`config.mk`:
```
export PLATFORM = sky130hd
export DESIGN_NAME = alu_issue_queue
export DESIGN_NICKNAME = d
export VERILOG_FILES = /design/src/rtl/alu_pkg.sv /design/src/rtl/alu_req_fifo.sv /design/src/rtl/alu_issue_queue.sv
export SDC_FILE = /design/constraint.sdc
export NUM_CORES = 1
export LEC_CHECK = 0
export BUFFER_PORTS_ARGS = -buffer_cell sky130_fd_sc_hd__buf_2
export CAP_MARGIN = 25
export CORE_ASPECT_RATIO = 0.5
export CORE_MARGIN = 2
export CORE_UTILIZATION = 45
export CTS_CLUSTER_DIAMETER = 80
export DETAILED_ROUTE_END_ITERATION = 16
export HOLD_SLACK_MARGIN = 0.15
export PLACE_DENSITY_LB_ADDON = 0.05
export SYNTH_ARGS = -nofsm -noshare
export SYNTH_HDL_FRONTEND = slang
export SYNTH_HIERARCHICAL = 1
export SYNTH_SLANG_ARGS = --single-unit
```
`constraint.sdc`:
```
create_clock -name clk -period 4.1 [get_ports clk]
set_input_delay 0.41 -clock clk [delete_from_list [all_inputs] [get_ports clk]]
set_output_delay 0.41 -clock clk [all_outputs]
set_load 0.05 [all_outputs]
```
`src/rtl/alu_pkg.sv`:
```
`default_nettype none
// ============================================================================
// Module      : alu_pkg
// Description : Shared ALU opcode type, opcode constants and request record.
// Revision    : 1.0 - initial release
// ============================================================================
package alu_pkg;

    localparam int DATA_W = 32;

    typedef logic [2:0] alu_op_t;

    localparam alu_op_t OP_ADD = 3'b000;
    localparam alu_op_t OP_SUB = 3'b001;
    localparam alu_op_t OP_AND = 3'b010;
    localparam alu_op_t OP_OR  = 3'b011;
    localparam alu_op_t OP_SRL = 3'b100;
    localparam alu_op_t OP_SRA = 3'b101;

    typedef struct packed {
        logic [DATA_W-1:0] a;
        logic [DATA_W-1:0] b;
        alu_op_t           op;
    } alu_req_t;

    // Opcodes 110/111 have no ALU function assigned.
    function automatic logic op_is_illegal(input alu_op_t op);
        return op[2] & op[1];
    endfunction

endpackage
`default_nettype wire

```
`src/rtl/alu_req_fifo.sv`:
```
`default_nettype none
// ============================================================================
// Module      : alu_req_fifo
// Description : Request FIFO with unreset storage; head is always visible.
// Revision    : 1.0 - initial release
// ============================================================================
module alu_req_fifo
    import alu_pkg::*;
#(
    parameter int DEPTH = 4,
    parameter int AW    = 2
) (
    input  logic     clk,
    input  logic     rst_n,
    input  logic     push,
    input  alu_req_t wdata,
    input  logic     pop,
    output logic     full,
    output logic     empty,
    output alu_req_t head
);

    localparam logic [AW:0] C_DEPTH = (AW+1)'(DEPTH);

    alu_req_t      r_mem [DEPTH];
    logic [AW-1:0] r_wr_ptr;
    logic [AW-1:0] r_rd_ptr;
    logic [AW:0]   r_count;

    assign full  = (r_count == C_DEPTH);
    assign empty = (r_count == '0);
    assign head  = r_mem[r_rd_ptr];

    always_ff @(posedge clk) begin
        if (push) begin
            r_mem[r_wr_ptr] <= wdata;
        end
    end

    // DEPTH is a power of two, so pointer wrap is the natural overflow.
    always_ff @(posedge clk or negedge rst_n) begin
        if (!rst_n) begin
            r_wr_ptr <= '0;
            r_rd_ptr <= '0;
            r_count  <= '0;
        end else begin
            if (push) begin
                r_wr_ptr <= r_wr_ptr + 1'b1;
            end
            if (pop) begin
                r_rd_ptr <= r_rd_ptr + 1'b1;
            end
            case ({push, pop})
                2'b10:   r_count <= r_count + 1'b1;
                2'b01:   r_count <= r_count - 1'b1;
                default: r_count <= r_count;
            endcase
        end
    end

endmodule
`default_nettype wire

```
`src/rtl/alu_issue_queue.sv`:
```
`default_nettype none
// ============================================================================
// Module      : alu_issue_queue
// Description : Buffers ALU requests, presents the FIFO head to the ALU and
//               captures its result into a valid/ready output slot.
//               Optional build macro: ALU_OP_CHECK_EN (adds res_err).
// Revision    : 1.0 - initial release
// ============================================================================
module alu_issue_queue
    import alu_pkg::*;
#(
    parameter int DEPTH = 4,
    parameter int AW    = 2
) (
    input  logic              clk,
    input  logic              rst_n,
    input  logic              req_valid,
    output logic              req_ready,
    input  logic [DATA_W-1:0] req_a,
    input  logic [DATA_W-1:0] req_b,
    input  logic [2:0]        req_op,
    output logic [DATA_W-1:0] alu_a,
    output logic [DATA_W-1:0] alu_b,
    output logic [2:0]        alu_op,
    input  logic [DATA_W-1:0] alu_c,
    output logic              res_valid,
    input  logic              res_ready,
    output logic [DATA_W-1:0] res_data,
    output logic [2:0]        res_op
`ifdef ALU_OP_CHECK_EN
    ,
    output logic              res_err
`endif
);

    logic     w_full;
    logic     w_empty;
    logic     w_push;
    logic     w_issue;
    logic     w_slot_free;
    alu_req_t w_wdata;
    alu_req_t w_head;

    logic              r_res_valid;
    logic [DATA_W-1:0] r_res_data;
    alu_op_t           r_res_op;

    // No full-bypass: a pop in the same cycle does not reopen a full FIFO.
    assign req_ready   = !w_full;
    assign w_push      = req_valid && !w_full;
    assign w_slot_free = !r_res_valid || res_ready;
    assign w_issue     = !w_empty && w_slot_free;
    assign w_wdata     = '{a: req_a, b: req_b, op: req_op};

    alu_req_fifo #(
        .DEPTH (DEPTH),
        .AW    (AW)
    ) u_fifo (
        .clk   (clk),
        .rst_n (rst_n),
        .push  (w_push),
        .wdata (w_wdata),
        .pop   (w_issue),
        .full  (w_full),
        .empty (w_empty),
        .head  (w_head)
    );

    assign alu_a  = w_head.a;
    assign alu_b  = w_head.b;
    assign alu_op = w_head.op;

`ifdef ALU_OP_CHECK_EN
    logic r_res_err;
    assign res_err = r_res_err;

    always_ff @(posedge clk or negedge rst_n) begin
        if (!rst_n) begin
            r_res_err <= 1'b0;
        end else if (w_issue) begin
            r_res_err <= op_is_illegal(alu_op);
        end
    end
`endif

    always_ff @(posedge clk or negedge rst_n) begin
        if (!rst_n) begin
            r_res_valid <= 1'b0;
            r_res_data  <= '0;
            r_res_op    <= '0;
        end else if (w_issue) begin
            r_res_valid <= 1'b1;
            r_res_op    <= alu_op;
`ifdef ALU_OP_CHECK_EN
            r_res_data  <= op_is_illegal(alu_op) ? '0 : alu_c;
`else
            r_res_data  <= alu_c;
`endif
        end else if (r_res_valid && res_ready) begin
            r_res_valid <= 1'b0;
        end
    end

    assign res_valid = r_res_valid;
    assign res_data  = r_res_data;
    assign res_op    = r_res_op;

endmodule
`default_nettype wire
```
After elaboration in Yosys (flattened, before gate mapping):

Memories as Yosys holds them, arrays and structs flattened.
Index checks and enable logic that the tools add are counted.

* add/sub/neg operators: 4
* equal/unequal tests: 3
* multiplexer cells: 5
* reduce and logical (&&, ||, !) cells: 10

Operators by type and width (number)
* 3-bit case mux with 2 select lines: 1
* 2-bit by 1-bit adder with 2-bit output (second input constant): 2
* 1-bit 2-to-1 mux: 4
* 2-bit nonzero test: 2
* 3-bit by 1-bit adder with 3-bit output (second input constant): 1
* 3-bit == test (second input constant): 1
* 1-bit logical AND: 3
* 1-bit zero test: 3
* 3-bit zero test: 1
* 3-bit by 1-bit subtractor with 3-bit output (second input constant): 1
* 2-bit by 1-bit == test with 1-bit output (second input constant): 1
* 2-bit == test (second input constant): 1
* 1-bit logical OR: 1

* bits in registers: 43
* bits in writable memories: 268
* input bits: 103
* output and inout port bits: 104
* word-level logic and storage cells: 29
* memories kept: 1

Memories
* u_fifo.r_mem: depth 4, width 67, read ports 1, clocked after Yosys merged registers in 0, write ports 1, RTL line alu_req_fifo.sv:25 `alu_req_t r_mem [DEPTH];`

Depth between registers and ports, before layout:

* depth in word-level cells: 5
* mapped depth: 10

Hierarchy:

Netlist, hierarchy kept.

Modules (own cells, without submodules)
* alu_req_fifo: times used 1, cells each 388, area an instance 10073.4 um2, sequential area each 8222.9 um2
* alu_issue_queue: times used 1, cells each 80, area an instance 1367.6 um2, sequential area each 900.9 um2

Worst setup path before layout:

No wires, ideal clock.

* kind: register to register
* start point: reg u_fifo.r_count[1]
* end point: mem u_fifo/r_mem[0][0] (netlist bit) (enable)
* arrival: 2.525 ns
* setup slack: 1.143 ns
* stages on the path, launching flop included: 5
* clock period less this slack: 2.957 ns
* cell sequence: dfrtp_1 inv_1 and3_1 nor2b_1 and2_1

* longest elaborated chain between the ends: 5

RTL lines
* start, declared: RTL line alu_req_fifo.sv:28 `logic [AW:0] r_count;`
* start signal, assigned: RTL line alu_req_fifo.sv:54 `2'b10: r_count <= r_count + 1'b1;`
* start signal, assigned: RTL line alu_req_fifo.sv:55 `2'b01: r_count <= r_count - 1'b1;`
* start signal, assigned: RTL line alu_req_fifo.sv:56 `default: r_count <= r_count;`
* 3-bit == test: RTL line alu_req_fifo.sv:30 `assign full = (r_count == C_DEPTH);`
* named net w_full: RTL line alu_issue_queue.sv:36 `logic w_full;`
* 1-bit zero test: RTL line alu_issue_queue.sv:50 `assign w_push = req_valid && !w_full;`
* 1-bit logical AND: RTL line alu_issue_queue.sv:50
* named net w_push: RTL line alu_issue_queue.sv:38 `logic w_push;`
* 1-bit 2-to-1 mux: RTL line alu_req_fifo.sv:35 `if (push) begin`
* 1-bit 2-to-1 mux (not written as such): RTL line alu_req_fifo.sv:36 `r_mem[r_wr_ptr] <= wdata;`
* end, declared: RTL line alu_req_fifo.sv:25

The timed path passes the listed nets, and every way through them passes these cells.

Worst setup path in the final report:

* start point: reg u_fifo.r_rd_ptr[0]
* end point: out alu_b[13]

* longest elaborated chain between the ends: 1

RTL lines
* start, declared: RTL line alu_req_fifo.sv:27 `logic [AW-1:0] r_rd_ptr;`
* start signal, assigned: RTL line alu_req_fifo.sv:51 `r_rd_ptr <= r_rd_ptr + 1'b1;`
* memory read 4 x 67 bit
* end, declared: RTL line alu_issue_queue.sv:23 `output logic [DATA_W-1:0] alu_b,`

No other way between the ends.

==> impl_metrics.py <==
metrics = {
    "critical_path": {
        "cp.arrival_ns": 2.48,
        "worstPathRequired_ns": 3.69,
        "cp-startpoint": "u_fifo/r_rd_ptr[0]",
        "end_kind": "output pin",
        "critPathMaxFanout": 26,
        "critPathSlowestCell": "mux4_2",
        "crit_chain": "buf_4 > mux4_2 > buf_2",
        "r2r_start": "u_fifo/r_count[1]",
        "worst_setup_path_start_kind": "flop",
        "cp_slowest_stage_delay_ns": 0.60,
        "crit_type": "reg -> out",
    },
    "power_and_ir_drop": {
        "power_density_nw_per_um2": 822,
        "power_w": 0.0123,
        "ir_drop_mv": 0.444,
        "power_leakage_nw": 5.46,
    },
    "place": {
        "io_buffers": 206,
        "hpwl_mm": 12.8,
        "gp_congestion": 0.672,
        "post_dp_cell_area_um2": 12900,
    },
    "clock_tree": {
        "cts_buffers": 28,
        "clk_latency_ns": 0.55,
        "cts_sinks": 311,
        "cts.htree.levels": 1,
        "post-cts-setup-buffer-count": 0,
        "cts_root_buf": "clkbuf_16",
        "clockBufferDepth": 3,
        "cts_resized": 0,
        "cts_tree": "yes",
        "hold_buffers": 101,
        "clk_pin_slew_ns": 0.06,
    },
    "finish": {
        "mostFrequentLayoutCells": "edfxtp_1 (268), buf_2 (206), dlygate4sd3_1 (101), mux4_2 (67), dfrtp_1 (41)",
        "syn_to_final_growth_pct": 30.4,
        "drive_gt1_frac": 0.456,
        "fin_area_um2": 14900,
        "utilization": 0.595,
        "final_common_cell": "edfxtp_1",
        "diodes": 0,
        "nets": 905,
        "fillCellCount": 1870,
    },
    "sta": {
        "setup_viol": 0,
        "timing.fmax_mhz": 347,
        "tightestPinTransition_ns": 0.757,
        "fin_crit_sh": 0.704,
        "finalCriticalPeriod_ns": 2.89,
        "slew_viol_final": 0,
        "skew_ns": 0.0230,
        "tns_ns": 0,
        "rsz0062_at_grt": "false",
        "whs_ns": 0.303,
        "hold_viol_final": 0,
        "relSlewSlack": 0.496,
    },
    "drt": {
        "avgViaCountPerCell": 4.92,
        "drc": 0,
        "vias": 5716,
        "drtPass1Iterations": 4,
        "wl_mm": 21.7,
        "drtIter0Drc": 250,
        "route.detailed.wl_per_inst_um": 18.7,
        "ant_nets": 0,
    },
    "floorplan": {
        "initial_core_util": 0.456,
        "coreArea_um2": 25100,
        "row_count": 41,
        "die_w_um": 229,
        "ios": 207,
        "die_h_um": 117,
        "floorplan.die_area_um2": 26800,
    },
    "global_routing": {
        "grt_start_max_net_pins": 45,
        "overflow": 0,
        "grt_use_total": 0.164,
        "antenna_found_initial": 0,
        "grt_pass1_vias": 5875,
        "grt_pass1_wl_mm": 33.3,
    },
    "yosys": {
        "seq_area_frac_synth": 0.797,
        "yosys_warnings": 6,
        "synth_area_leaders": "edfxtp_1 (70%), mux4_2 (13%), dfrtp_1 (9.4%)",
        "avgSynthCellArea_um2": 24.4,
        "synth_area_leader_cell": "edfxtp_1",
        "syn_area_um2": 11400,
        "syn_nets": 577,
        "post_synth_num_cell_types": 23,
        "synth_cells": 468,
        "synth-seq-cells": 311,
        "synth_top_area_share": 0.703,
    },
    "run": {
        "maxCapViolCount": 0,
    },
    "hold_path": {
        "worstHoldPathType": "in -> async",
    },
    "run_status": {
        "status": "finished clean",
    },
}
[logic make-up after synthesis]
kind of cell	Yosys count	synth area share
AO/OA/AOI/OAI	4	0.00273
XOR/XNOR	6	0.00459
adder cells (fa/ha/maj)	6	0.00722
buffers and inverters	28	0.0166
flip-flops	311	0.797
multiplexers	102	0.166
AND/OR/NAND/NOR	11	0.00503
[final cells by class]
cell class              count  area [µm²]  share of cell area
well taps                 344         430              0.0288
clock buffers              33         771              0.0517
inverters                   9        33.8             0.00226
multi-input cells         129        2140               0.143
clock inverters            19         216              0.0145
repair buffers            317        2200               0.147
flip-flops and latches    311        9130               0.612
[metrics by stage]
stage,worst slack [ns],instances
finish,1.21,1162
global route,1.03,1162
CTS,1.10,1161
detailed placement,1.51,1008
global placement,1.59,1007
floorplan,1.14,468
[synth_stat cells]
cell,count
buf_4,4
xor2_1,4
xnor2_1,2
dfrtp_1,43
mux2_2,34
mux4_2,67
nand2_1,3
edfxtp_1,268
and3_1,1
fa_1,1
mux2_1,1
nor3_1,1
a21oi_4,1
and2_1,4
clkbuf_1,3
buf_2,6
nor2_1,1
o21ai_0,3
nor2b_1,1
ha_1,5
inv_1,9
buf_12,2
buf_6,4
[registers in the layout, summed over array words and instances, names as in the netlist]
name	cells
res_op	3
u_fifo/r_rd_ptr	2
res_valid	1
u_fifo/r_count	3
u_fifo/r_mem	268
res_data	32
u_fifo/r_wr_ptr	2
[layer usage]
metal | track usage | part of all wire
met1 | 0.226 | 0.44
met2 | 0.274 | 0.49
met3 | 0.0378 | 0.051
met4 | 0.0316 | 0.017
met5 | 0 | 0
[worst paths after layout]
| kind | end | slack (ns) | cells past startpoint |
|---|---|---|---|
| min reg2reg | res_data[29] | 0.49 | 1 |
| min in group clk | u_fifo/r_wr_ptr[1] | 0.39 | 4 |
| max | alu_b[13] | 1.21 | 3 |
| max reg2reg | u_fifo/r_mem[0][49] | 1.58 | 5 |
| min | res_data[12] | 0.30 | 2 |
| max in group asynchronous | u_fifo/r_rd_ptr[1] | 3.31 | 3 |
[critical path, delay by kind of cell, from the launching register on]
kind	cells	cell delay, ns
buffers and inverters	2	0.74
flip-flops	1	0.58
multiplexers	1	0.60
[where the power goes]
part           leakage [nW]  total [W]  switching [W]  internal [W]
Clock                 0.483    0.00272        0.00112       0.00160
Combinational          2.02    0.00502        0.00349       0.00153
Sequential             2.95    0.00452       0.000285       0.00423
(Power assumes the default switching activity.)
